===== config.mk =====
export PLATFORM = sky130hd
export DESIGN_NAME = multicycle_controller
export DESIGN_NICKNAME = d
export VERILOG_FILES = /design/src/rtl/multicycle_controller.sv
export SDC_FILE = /design/constraint.sdc
export NUM_CORES = 1
export LEC_CHECK = 0
export CAP_MARGIN = 20
export CORE_AREA = 2 2 48 50
export CTS_CLUSTER_DIAMETER = 100
export DETAILED_ROUTE_END_ITERATION = 12
export DIE_AREA = 0 0 50 52
export GPL_ROUTABILITY_DRIVEN = 0
export PLACE_DENSITY = 0.72
export SLEW_MARGIN = 10
export SYNTH_ARGS = -nofsm -noshare
export SYNTH_HDL_FRONTEND = slang
export SYNTH_SLANG_ARGS = --single-unit

===== constraint.sdc =====
create_clock -name clk -period 1.4 [get_ports clk]
set_input_delay 0.28 -clock clk [delete_from_list [all_inputs] [get_ports clk]]
set_output_delay 0.28 -clock clk [all_outputs]
set_load 0.03 [all_outputs]

===== src/rtl/multicycle_controller.sv =====
// rtl/multicycle_controller.sv - main control FSM for the multicycle MIPS core
module multicycle_controller #(
  parameter logic [5:0] OP_RTYPE = 6'b000000,
  parameter logic [5:0] OP_LW    = 6'b100011,
  parameter logic [5:0] OP_SW    = 6'b101011,
  parameter logic [5:0] OP_BEQ   = 6'b000100,
  parameter logic [5:0] OP_ADDI  = 6'b001000,
  parameter logic [5:0] OP_J     = 6'b000010
) (
  input  logic       clk,
  input  logic       reset,
  input  logic [5:0] op,
  input  logic [5:0] funct,
  input  logic       zero,
  input  logic       mem_ready,
  output logic       mem_req,
  output logic       memwrite,
  output logic       iord,
  output logic       irwrite,
  output logic       pcen,
  output logic [1:0] pcsrc,
  output logic       regdst,
  output logic       memtoreg,
  output logic       regwrite,
  output logic       alusrca,
  output logic [1:0] alusrcb,
  output logic [2:0] alucontrol,
  output logic       illegal,
  output logic [3:0] state
);

  typedef enum logic [3:0] {
    S_FETCH  = 4'd0,
    S_DECODE = 4'd1,
    S_MEMADR = 4'd2,
    S_MEMRD  = 4'd3,
    S_MEMWB  = 4'd4,
    S_MEMWR  = 4'd5,
    S_EXEC   = 4'd6,
    S_ALUWB  = 4'd7,
    S_BRANCH = 4'd8,
    S_ADDIEX = 4'd9,
    S_ADDIWB = 4'd10,
    S_JUMP   = 4'd11
  } state_t;

  localparam logic [2:0] ALU_ADD = 3'b010;
  localparam logic [2:0] ALU_SUB = 3'b110;
  localparam logic [2:0] ALU_AND = 3'b000;
  localparam logic [2:0] ALU_OR  = 3'b001;
  localparam logic [2:0] ALU_SLT = 3'b111;

  state_t state_q, state_d;

  // Raw control values before reset gating
  logic       c_mem_req, c_memwrite, c_iord, c_irwrite, c_pcen;
  logic [1:0] c_pcsrc;
  logic       c_regdst, c_memtoreg, c_regwrite, c_alusrca;
  logic [1:0] c_alusrcb;
  logic [2:0] c_alucontrol;
  logic       c_illegal;

  // State register; reset returns to FETCH immediately
  always_ff @(posedge clk or negedge reset) begin
    if (!reset) state_q <= S_FETCH;
    else        state_q <= state_d;
  end

  // Next-state and control decode for the current step
  always_comb begin
    state_d      = state_q;
    c_mem_req    = 1'b0;
    c_memwrite   = 1'b0;
    c_iord       = 1'b0;
    c_irwrite    = 1'b0;
    c_pcen       = 1'b0;
    c_pcsrc      = 2'b00;
    c_regdst     = 1'b0;
    c_memtoreg   = 1'b0;
    c_regwrite   = 1'b0;
    c_alusrca    = 1'b0;
    c_alusrcb    = 2'b00;
    c_alucontrol = 3'b000;
    c_illegal    = 1'b0;
    case (state_q)
      S_FETCH: begin
        // PC+4 is computed every cycle; it is only committed when the fetch completes
        c_mem_req    = 1'b1;
        c_alusrcb    = 2'b01;
        c_alucontrol = ALU_ADD;
        if (mem_ready) begin
          c_irwrite = 1'b1;
          c_pcen    = 1'b1;
          state_d   = S_DECODE;
        end
      end
      S_DECODE: begin
        // Branch target is speculatively computed into ALUOut
        c_alusrcb    = 2'b11;
        c_alucontrol = ALU_ADD;
        if (op == OP_LW || op == OP_SW) state_d = S_MEMADR;
        else if (op == OP_RTYPE)        state_d = S_EXEC;
        else if (op == OP_BEQ)          state_d = S_BRANCH;
        else if (op == OP_ADDI)         state_d = S_ADDIEX;
        else if (op == OP_J)            state_d = S_JUMP;
        else begin
          c_illegal = 1'b1;
          state_d   = S_FETCH;
        end
      end
      S_MEMADR: begin
        c_alusrca    = 1'b1;
        c_alusrcb    = 2'b10;
        c_alucontrol = ALU_ADD;
        state_d      = (op == OP_LW) ? S_MEMRD : S_MEMWR;
      end
      S_MEMRD: begin
        c_mem_req = 1'b1;
        c_iord    = 1'b1;
        if (mem_ready) state_d = S_MEMWB;
      end
      S_MEMWB: begin
        c_regwrite = 1'b1;
        c_memtoreg = 1'b1;
        state_d    = S_FETCH;
      end
      S_MEMWR: begin
        c_mem_req  = 1'b1;
        c_memwrite = 1'b1;
        c_iord     = 1'b1;
        if (mem_ready) state_d = S_FETCH;
      end
      S_EXEC: begin
        c_alusrca = 1'b1;
        state_d   = S_ALUWB;
        case (funct)
          6'b100000: c_alucontrol = ALU_ADD;
          6'b100010: c_alucontrol = ALU_SUB;
          6'b100100: c_alucontrol = ALU_AND;
          6'b100101: c_alucontrol = ALU_OR;
          6'b101010: c_alucontrol = ALU_SLT;
          default: begin
            c_illegal = 1'b1;
            state_d   = S_FETCH;
          end
        endcase
      end
      S_ALUWB: begin
        c_regwrite = 1'b1;
        c_regdst   = 1'b1;
        state_d    = S_FETCH;
      end
      S_BRANCH: begin
        c_alusrca    = 1'b1;
        c_alucontrol = ALU_SUB;
        c_pcsrc      = 2'b01;
        c_pcen       = zero;
        state_d      = S_FETCH;
      end
      S_ADDIEX: begin
        c_alusrca    = 1'b1;
        c_alusrcb    = 2'b10;
        c_alucontrol = ALU_ADD;
        state_d      = S_ADDIWB;
      end
      S_ADDIWB: begin
        c_regwrite = 1'b1;
        state_d    = S_FETCH;
      end
      S_JUMP: begin
        c_pcsrc = 2'b10;
        c_pcen  = 1'b1;
        state_d = S_FETCH;
      end
      default: state_d = S_FETCH;
    endcase
  end

  // While reset is low every output is held at zero, so an in-flight request drops at once
  assign mem_req    = reset & c_mem_req;
  assign memwrite   = reset & c_memwrite;
  assign iord       = reset & c_iord;
  assign irwrite    = reset & c_irwrite;
  assign pcen       = reset & c_pcen;
  assign pcsrc      = reset ? c_pcsrc : 2'b00;
  assign regdst     = reset & c_regdst;
  assign memtoreg   = reset & c_memtoreg;
  assign regwrite   = reset & c_regwrite;
  assign alusrca    = reset & c_alusrca;
  assign alusrcb    = reset ? c_alusrcb : 2'b00;
  assign alucontrol = reset ? c_alucontrol : 3'b000;
  assign illegal    = reset & c_illegal;
  assign state      = reset ? state_q : 4'd0;

endmodule


==> impl_metrics.csv <==
group,metric,value,unit
run_status,outcome,"complete, but fails checks",
run_status,violations,"setup timing",
routing,drc,0,
logic_synthesis,ys_ff_latch,4,
logic_synthesis,netlist_area,683.2,um^2
timing,setup_ws,-0.4535,ns
layout,final_cell_area,0.001844,mm^2
timing,period_share,1.324,
timing,hold_ws,0.07577,ns
clock_network,cts_tree,"done",
worst_hold_path,hold_path.class,"in -> async",
global_routing,antenna_found_initial,0,
floorplanning,die_w,50,um
setup_path,path_class,"reg -> out",
global_routing,grt_max_degree,12,
global_routing,gr-total-overflow,0,
logic_synthesis,synth_top_cell_area_share,0.1465,
setup_path,cp_max_fo,6,
timing,drv_slew,0,
setup_path,cp_data_required_time,1.12,ns
job,max-cap-violations,0,
floorplanning,dieHeight,52,um
routing,drt-total-wl,3855,um
layout,regMostFlops,"state_q",
global_routing,grt_usage,0.2783,
layout,largest_reg_flops,4,
logic_synthesis,synth_cell_types,42,
logic_synthesis,synth_top_cell_by_area,"dfrtp_1",
timing,period_minus_slack,1.853,ns
placed_design,placed_area,0.001406,mm^2
layout,fillerInstances,115,
logic_synthesis,syn_nets,116,
timing,clock_skew,0.0009808,ns
clock_network,clk_pin_slew,0.04,ns
timing,tns,-6.305,ns
layout,mostFrequentLayoutCells,"buf_4, buf_6, dlygate4sd2_1, nor2_1, nor3_4",
layout,area.growth.synth_to_final,170.0,%
setup_path,startpoint,"state_q[3]$_DFFE_PN0P_",
timing,relSlewSlack,0.8159,
timing,rsz0062_at_grt,"true",
logic_synthesis,syn-instance-count,100,
power_and_ir_drop,finalPower,1.693,mW
global_routing,grt_pass1_wl,5520,um
logic_synthesis,ys_top_cells_by_area,"dfrtp_1, nor2_1, nor2b_1",
global_routing,grt_pass1_vias,1214,
routing,vias_per_cell,5.575,
power_and_ir_drop,power.density,918.0,mW/mm^2
logic_synthesis,ys_warn_count,0,
clock_network,htree_num_levels,1,
power_and_ir_drop,leakagePower,0.8095,nW
routing,num_vias,1182,
timing,max_freq,0.5395,GHz
power_and_ir_drop,ir_drop,0.0008904,V
routing,firstDrtPassIters,4,
setup_path,slowest_delay,0.48,ns
setup_path,slowest_stage,"dfrtp_2",
setup_path,cp_cell_sequence,"buf_6, nand2b_4, mux2i_2, a22oi_2, nor2b_2, buf_6",
setup_path,worstPathArrival,1.57,ns
placed_design,io_buffers,36,
floorplanning,ioPinCount,37,
layout,drive_above_1_share,0.7228,
floorplanning,start_util,0.3244,
clock_network,root_buffer,"clkbuf_4",
clock_network,clockBufferDepth,2,
clock_network,numCtsBuffers,3,
setup_path,timing.rr.start,"state_q[1]$_DFFE_PN0P_",
placed_design,post-place-ws,-0.6758,ns
logic_synthesis,syn_avg_cell_area,6.832,um^2
timing,setup_viol,24,
routing,first_iter_violations,19,
layout,top_regs,"state_q (4)",
layout,antenna_cells,0,
layout,nNetsFinal,201,
logic_synthesis,yosysSeqAreaShare,0.1465,
floorplanning,core,0.002106,mm^2
setup_path,endpoint_kind,"primary output",
setup_path,cpMostUsedCell,"buf_6",
clock_network,clkLatencyLatePin,0.23,ns
floorplanning,fp-row-count,17,
clock_network,numClockSinks,4,
timing,tightest_slew,0.2748,ns
placed_design,post-dp-hpwl,2135,um
layout,mostFrequentLayoutCell,"buf_4",
routing,ant_nets,0,
routing,wire_per_inst,18.18,um
setup_path,crit_path_start_kind,"flip-flop",
clock_network,hold_buffers,0,
timing,hold_viol,0,
floorplanning,dieArea,0.002600,mm^2
==> final timing paths <==
path                                          endpoint  slack (ns)  cells past startpoint
worst min register to register  state_q[3]$_DFFE_PN0P_        0.74                      2
worst max-delay path                          regwrite       -0.45                      6
worst max register to register  state_q[1]$_DFFE_PN0P_       -0.17                      6
worst min-delay path            state_q[2]$_DFFE_PN0P_        0.08                      2
max in group asynchronous       state_q[3]$_DFFE_PN0P_        1.21                      2
min in group clk                state_q[0]$_DFFE_PN0P_        0.72                      5
==> critical path: cells and delay by family, from the launching register on <==
| kind | cells | cell delay [ns] |
|---|---|---|
| DFF | 1 | 0.48 |
| buffers and inverters | 2 | 0.29 |
| and+or+nand+nor | 2 | 0.27 |
| muxes | 1 | 0.21 |
| AOI/OAI and AO/OA | 1 | 0.08 |
==> stage by stage <==
stage	util	std cells
6_report	0.8758	212
5_1_grt	0.8758	212
4_1_cts	0.7897	207
3_5_place_dp	0.6679	195
3_3_place_gp	0.6679	195
2_1_floorplan	-	100
==> cell families (layout without fill, tap and decap cells) <==
family	Yosys count	count (layout)	share of synthesized area
flops	4	4	0.1465
mux	2	2	0.03113
xor+xnor	3	3	0.03847
buf+inv	10	94	0.06593
compound gates	25	25	0.2637
simple gates	56	56	0.4542
==> synth_stat cells <==
library cell   n
a21bo_2        1
a21oi_1        3
a221o_1        1
a22oi_1        1
a311oi_1       1
a31oi_1        2
a41o_1         2
a41oi_1        1
and2_1         4
and3_1         2
and3b_1        1
buf_2          3
buf_4          1
clkbuf_1       2
dfrtp_1        4
inv_1          3
inv_2          1
mux2_2         1
mux2i_1        1
nand2_1        7
nand2b_1       4
nand2b_2       1
nand3_1        3
nand4_1        1
nor2_1        11
nor2b_1        6
nor3_1         7
nor3b_1        1
nor4_1         2
nor4b_1        1
nor4b_2        1
o211ai_1       1
o21a_1         1
o21ai_0        7
o21bai_2       1
o221ai_1       1
o22a_1         1
o32ai_1        1
or2_2          2
or3_1          2
xnor2_1        1
xor2_1         2
==> metal layers <==
layer / track usage / up-vias / wire, um
li1: - / 538 / -
met1: 0.3019 / 572 / 1469
met4: 0.07407 / 0 / 119
met3: 0.03736 / 16 / 155
met5: 0 / - / 0
met2: 0.5548 / 56 / 2110
==> layout make-up <==
cell class                      count  area (um^2)  area share
Sequential cell                     4        103.9     0.05631
Clock buffer                        4        26.28     0.01425
Multi-Input combinational cell     86        850.8      0.4613
Tap cell                           28        35.03     0.01900
Inverter                            4        17.52    0.009498
Timing Repair Buffer               86        810.8      0.4396
==> timing repair <==
item,4_1_cts,5_1_grt
buffers inserted,10,9
gates resized for setup,63,42
setup endpoints to repair,25,24
pin swaps,16,10
==> power breakdown <==
group	switching [mW]	internal (mW)	total (mW)
combinational	0.684	0.656	1.34
sequential	0.0554	0.139	0.195
clock	0.0514	0.107	0.159
total	0.790	0.903	1.69
Power figures use the tool's default switching activity.
